--- src/rtl/pb_led_ctrl.sv ---
// Pushbutton debouncer with press capture, interrupt, and a blinking
// LED register bank behind a small Avalon-MM slave.
module pb_led_ctrl #(
    parameter int NUM_PB          = 4,
    parameter int NUM_LED         = 8,
    parameter int DEBOUNCE_CYCLES = 500000,
    parameter int BLINK_DIV       = 12500000,
    parameter int PB_ACTIVE_LOW   = 1
) (
    input  logic               clk_clk,
    input  logic               reset_reset,
    input  logic [NUM_PB-1:0]  pb_in,
    input  logic [2:0]         avs_address,
    input  logic               avs_write,
    input  logic               avs_read,
    input  logic [31:0]        avs_writedata,
    output logic [31:0]        avs_readdata,
    output logic [NUM_LED-1:0] led_out,
    output logic [NUM_PB-1:0]  pb_level,
    output logic               irq
);

    localparam int CW = $clog2(DEBOUNCE_CYCLES + 1);
    localparam int BW = (BLINK_DIV > 1) ? $clog2(BLINK_DIV) : 1;
    localparam logic [CW-1:0] CNT_MAX = CW'(DEBOUNCE_CYCLES - 1);
    localparam logic [BW-1:0] DIV_MAX = BW'(BLINK_DIV - 1);
    // Raw flops reset to the released level so sync reads "not pressed".
    localparam logic [NUM_PB-1:0] SYNC_RST =
        (PB_ACTIVE_LOW != 0) ? {NUM_PB{1'b1}} : {NUM_PB{1'b0}};

    logic [NUM_PB-1:0]  sync_q1;
    logic [NUM_PB-1:0]  sync_q2;
    logic [NUM_PB-1:0]  sync;
    logic [CW-1:0]      cnt [NUM_PB];
    logic [NUM_PB-1:0]  at_max;
    logic [NUM_PB-1:0]  rise;
    logic [NUM_PB-1:0]  edge_cap;
    logic [NUM_PB-1:0]  cap_clr;
    logic [NUM_PB-1:0]  irq_mask;
    logic [NUM_LED-1:0] led_reg;
    logic [NUM_LED-1:0] blink_mask;
    logic [BW-1:0]      div_cnt;
    logic               blink_phase;
    logic [31:0]        rd_mux;
    logic               wr_led;
    logic               wr_blink;
    logic               wr_irqm;
    logic               wr_cap;

    always_ff @(posedge clk_clk or posedge reset_reset) begin
        if (reset_reset) begin
            sync_q1 <= SYNC_RST;
            sync_q2 <= SYNC_RST;
        end else begin
            sync_q1 <= pb_in;
            sync_q2 <= sync_q1;
        end
    end

    assign sync = (PB_ACTIVE_LOW != 0) ? ~sync_q2 : sync_q2;

    always_comb begin
        at_max = '0;
        for (int i = 0; i < NUM_PB; i++) begin
            at_max[i] = (cnt[i] == CNT_MAX);
        end
    end

    assign rise = sync & ~pb_level & at_max;

    always_ff @(posedge clk_clk or posedge reset_reset) begin
        if (reset_reset) begin
            for (int i = 0; i < NUM_PB; i++) begin
                cnt[i] <= '0;
            end
            pb_level <= '0;
        end else begin
            for (int i = 0; i < NUM_PB; i++) begin
                if (sync[i] == pb_level[i]) begin
                    cnt[i] <= '0;
                end else if (at_max[i]) begin
                    cnt[i]      <= '0;
                    pb_level[i] <= sync[i];
                end else begin
                    cnt[i] <= cnt[i] + 1'b1;
                end
            end
        end
    end

    assign wr_led   = avs_write && (avs_address == 3'd0);
    assign wr_blink = avs_write && (avs_address == 3'd1);
    assign wr_irqm  = avs_write && (avs_address == 3'd2);
    assign wr_cap   = avs_write && (avs_address == 3'd3);
    assign cap_clr  = wr_cap ? avs_writedata[NUM_PB-1:0] : '0;

    // A press landing on the same edge as a W1C clear must survive.
    always_ff @(posedge clk_clk or posedge reset_reset) begin
        if (reset_reset) begin
            led_reg    <= '0;
            blink_mask <= '0;
            irq_mask   <= '0;
            edge_cap   <= '0;
        end else begin
            if (wr_led)   led_reg    <= avs_writedata[NUM_LED-1:0];
            if (wr_blink) blink_mask <= avs_writedata[NUM_LED-1:0];
            if (wr_irqm)  irq_mask   <= avs_writedata[NUM_PB-1:0];
            edge_cap <= (edge_cap & ~cap_clr) | rise;
        end
    end

    always_comb begin
        rd_mux = '0;
        case (avs_address)
            3'd0:    rd_mux[NUM_LED-1:0] = led_reg;
            3'd1:    rd_mux[NUM_LED-1:0] = blink_mask;
            3'd2:    rd_mux[NUM_PB-1:0]  = irq_mask;
            3'd3:    rd_mux[NUM_PB-1:0]  = edge_cap;
            3'd4:    rd_mux[NUM_PB-1:0]  = pb_level;
            default: rd_mux = '0;
        endcase
    end

    always_ff @(posedge clk_clk or posedge reset_reset) begin
        if (reset_reset) begin
            avs_readdata <= '0;
        end else if (avs_read) begin
            avs_readdata <= rd_mux;
        end
    end

    always_ff @(posedge clk_clk or posedge reset_reset) begin
        if (reset_reset) begin
            div_cnt     <= '0;
            blink_phase <= 1'b0;
        end else if (div_cnt == DIV_MAX) begin
            div_cnt     <= '0;
            blink_phase <= ~blink_phase;
        end else begin
            div_cnt <= div_cnt + 1'b1;
        end
    end

    always_ff @(posedge clk_clk or posedge reset_reset) begin
        if (reset_reset) begin
            led_out <= '0;
            irq     <= 1'b0;
        end else begin
            led_out <= led_reg & (~blink_mask | {NUM_LED{blink_phase}});
            irq     <= |(edge_cap & irq_mask);
        end
    end

endmodule

--- config.mk ---
export PLATFORM = sky130hd
export DESIGN_NAME = pb_led_ctrl
export DESIGN_NICKNAME = d
export VERILOG_FILES = /design/src/rtl/pb_led_ctrl.sv
export SDC_FILE = /design/constraint.sdc
export NUM_CORES = 1
export LEC_CHECK = 0
export BUFFER_PORTS_ARGS = -buffer_cell sky130_fd_sc_hd__buf_2
export CAP_MARGIN = 10
export CORE_MARGIN = 2
export CORE_UTILIZATION = 58
export DETAILED_ROUTE_END_ITERATION = 6
export GPL_TIMING_DRIVEN = 0
export PLACE_DENSITY = 0.85
export SYNTH_ARGS = -nofsm -noshare
export SYNTH_HDL_FRONTEND = slang
export SYNTH_SLANG_ARGS = --single-unit
--- constraint.sdc ---
create_clock -name clk_clk -period 6.23 [get_ports clk_clk]
set_input_delay 0.3115 -clock clk_clk [delete_from_list [all_inputs] [get_ports clk_clk]]
set_output_delay 0.3115 -clock clk_clk [all_outputs]
set_load 0.005 [all_outputs]
==> key figures <==
Die
  • Die H: approximately 120 um
  • Io pins: 88
  • Die area: about 14000 um2
  • Die outline width: roughly 120 um
  • Rows: 41
  • Placeable Area: approximately 13000 um2
  • Starting Density: 0.589

Critical path
  • Worst EP required: 6520 ps
  • Cell chain of the critical path: ha_1, and4_1, clkbuf_1, nand4_1, o21bai_1, buf_2, nor2_1
  • R2r setup slk: 3780 ps
  • Worst Path Buf+Inv: 2
  • Worst path depth: 7
  • Slowest cell on crit path: o21bai_1
  • CP max FO: 10
  • Reg2reg path depth: 7
  • CP top delay family: buffers and inverters
  • CP Class: register to register
  • Nature of the critical path startpoint: register
  • Crit-path max cell delay: 530 ps
  • CP Data Arrival Time: 2750 ps
  • Reg-to-reg endpoint: cnt[5]$_DFF_PP0_
  • Reg2reg start: cnt[0]$_DFF_PP0_
  • Element type at the critical path end: register

Routing
  • Final ANT Viol Nets: 0
  • Starting DRC count in detailed routing: around 500
  • Vias per Instance: 5.76
  • Routed wire per std cell: ~16 um
  • Via count: 5534
  • Final wirelength: 15.1 mm
  • Drc violations: 0
  • Drt pass-1 iters: 5

Placed design
  • Placed Area: 7890 um2
  • HPWL after DPL: 10.2 mm
  • GP Congestion: 0.857
  • Dpl cells: 925
  • IO Port Bufs: 35

Timing
  • Final Hold Fails: 5
  • Actual slew at the worst max-slew pin: 800 ps
  • Fin. max-slew vios: 0
  • Fin crit share: 0.394
  • Slew margin rel.: 0.464
  • Clock skew: 6.30 ps
  • Hold_ws: -8.56 ps
  • Peak Freq: 407 MHz
  • Tmin final: ~2500 ps
  • Unrepaired setup endpoints after global routing: false
  • Setup total negative slack: 0 ps
  • Final setup violation count: 0

GRT
  • GRT Util Overall: 0.232
  • Initial antenna violation count: 1
  • Vias in the first global route: 5362
  • Global-route wire length before repair: 24.9 mm
  • Largest net degree at the start of global routing: 85
  • GR Overflow Total: 0

Synth
  • Cell count after synthesis: 694
  • Post-synth EDFFs: 0
  • Total number of yosys warnings: 0
  • Post-synthesis register bit count: 154
  • Synth cell types: ~50
  • Register area share after synthesis: 0.524
  • Post-Synthesis Cell Area: 7380 um2
  • Main synth FF type: dfrtp_1
  • Synth Area per Inst: between 10 and 15 um2
  • Synth async-reset ratio: 1.00

Outcome
  • Failing checks: negative hold slack
  • Status: finished, violations left

Run
  • Max cap viols: 0

Clocking
  • CTS H-Tree Depth: 4
  • Max Root-Sink Buffers: 2
  • CTS tree: built
  • Post-CTS setup buffers: 0
  • Root Driver: clkbuf_16
  • Clock latency on the worst-skew pair: 420 ps
  • Clock sink count: 154
  • Num CTS Buffers: 17
  • Worst-path clk slew: 60 ps

Layout
  • # diodes: 0
  • Largest register by flop count: cnt
  • Share of cells above drive strength 1: 0.181
  • Biggest regs: cnt (76), div_cnt (24)
  • Area Overhead vs Synth: 15.4%
  • Post-layout util: 0.680
  • Number of flip-flops in the largest register: 76
  • Final instance area: 8520 um2
  • Post-layout nets: 828
  • Final std cells w/o fill: 961

Min path
  • Hold/Removal Path Class: primary input to asynchronous set/reset pin

Power and ir drop
  • Power Dens Cells: 269 nW/um2
  • Leak pwr: between 3 and 4 nW
  • Peak supply drop: 0.180 mV
where the power goes:
group | internal [mW] | total [mW] | switching, mW
Sequential | 1.06 | 1.09 | 0.0367
Combinational | 0.0818 | 0.166 | 0.0838
Clock | 0.629 | 1.03 | 0.400
layer usage:
layer,track usage,vias up,share of wire
li1,-,2592,-
met1,0.293,2757,0.42
met2,0.390,155,0.51
met3,0.0602,28,0.048
met4,0.0816,2,0.019
met5,0,-,0.00046
logic make-up (layout without fill, tap and decap cells):
family          count (synthesis)  after routing  share of synthesized area
flops                         154            154                      0.524
other cells                     1             24                   0.000508
simple gates                  268            268                      0.200
buf+inv                        72            144                     0.0510
fa+ha+maj                       9              9                     0.0153
xor+xnor                       62             62                     0.0736
compound gates                 90             90                     0.0799
mux                            38             38                     0.0561
worst max path at each step:
stage / start / end / slack, ps
after global placement: reset_reset / cnt[31]$_DFF_PP0_ / 400
after detailed placement: div_cnt[0]$_DFF_PP0_ / div_cnt[3]$_DFF_PP0_ / 3840
after CTS: cnt[0]$_DFF_PP0_ / cnt[5]$_DFF_PP0_ / 3780
final: cnt[0]$_DFF_PP0_ / cnt[5]$_DFF_PP0_ / 3780
after floorplan: reset_reset / avs_readdata[0]$_DFFE_PP0P_ / 1780
after global routing: div_cnt[5]$_DFF_PP0_ / div_cnt[10]$_DFF_PP0_ / 3550
Yosys cell counts (2+ instances only):
cell / n / area share
mux2i_1: 11 / 0.015
mux2_2: 27 / 0.041
nor2b_1: 4 / 0.0034
nand4_1: 26 / 0.022
a21oi_1: 26 / 0.018
dfrtp_1: 146 / 0.50
nand3_1: 26 / 0.018
a21boi_0: 8 / 0.0081
nand3b_1: 2 / 0.0020
o31ai_1: 11 / 0.011
or4_1: 13 / 0.013
o21bai_4: 2 / 0.0051
xnor2_1: 26 / 0.031
buf_4: 25 / 0.025
dfstp_2: 8 / 0.028
nor2_1: 71 / 0.036
nand2_1: 44 / 0.022
inv_1: 27 / 0.014
nand4_2: 3 / 0.0051
and2_1: 3 / 0.0025
nor4_1: 9 / 0.0076
o21ai_0: 18 / 0.012
a22o_1: 4 / 0.0047
buf_2: 4 / 0.0027
a22oi_1: 8 / 0.0081
or4b_1: 4 / 0.0054
and4_1: 15 / 0.018
o21a_1: 2 / 0.0020
o22ai_1: 8 / 0.0068
ha_1: 9 / 0.015
nor4b_1: 2 / 0.0024
or3_1: 18 / 0.015
or4_4: 3 / 0.0046
nor3_1: 13 / 0.0088
clkbuf_1: 14 / 0.0071
and3_1: 4 / 0.0034
xor2_1: 36 / 0.043
layout by cell type (no fill, tap or decap), types with 3 or more instances in the layout:
cell type      instances
mux2_2                27
clkinvlp_4             4
inv_1                 26
a21oi_1               26
bufinv_16              3
or4_4                  3
dlygate4sd3_1          4
nor2b_1                4
nand4_1               26
o21ai_0               18
mux2i_1               11
clkbuf_16             17
a22oi_1                8
nand3_1               26
xnor2_1               26
conb_1                24
dfstp_2                8
a22o_1                 4
or4_1                 13
and3_1                 4
a21boi_0               8
nor4_1                 9
or3_1                 18
o22ai_1                8
nand2_1               44
nor3_1                13
nand4_2                3
xor2_1                36
or4b_1                 4
clkbuf_1              18
buf_2                 39
and2_1                 3
ha_1                   9
o31ai_1               11
dfrtp_1              146
buf_4                 25
and4_1                15
nor2_1                71
through the flow:
| stage | worst slack [ps] | power (mW) |
|---|---|---|
| global route | 3550 | 2.38 |
| floorplan | 1780 | 1.21 |
| global placement | 395 | 1.26 |
| finish | 3780 | 2.29 |
| CTS | 3780 | 2.30 |
| detailed placement | 3840 | 1.27 |
timing repair:
action | 4_1_cts | 5_1_grt
setup endpoints to repair | 0 | 0
hold buffers | 4 | 0
resized for setup | 0 | 0
hold endpoints to repair | 4 | 0
cell type report:
type / instances / area, um2
fill: 940 / 4000
sequential: 154 / 3860
multi-input combinational: 491 / 3220
clock buffer: 21 / 440
buffer: 45 / 275
timing repair buffer: 40 / 243
tap: 172 / 215
clock inverter: 11 / 148
inverter: 27 / 106
No activity file was read; power rests on OpenSTA's default activity.
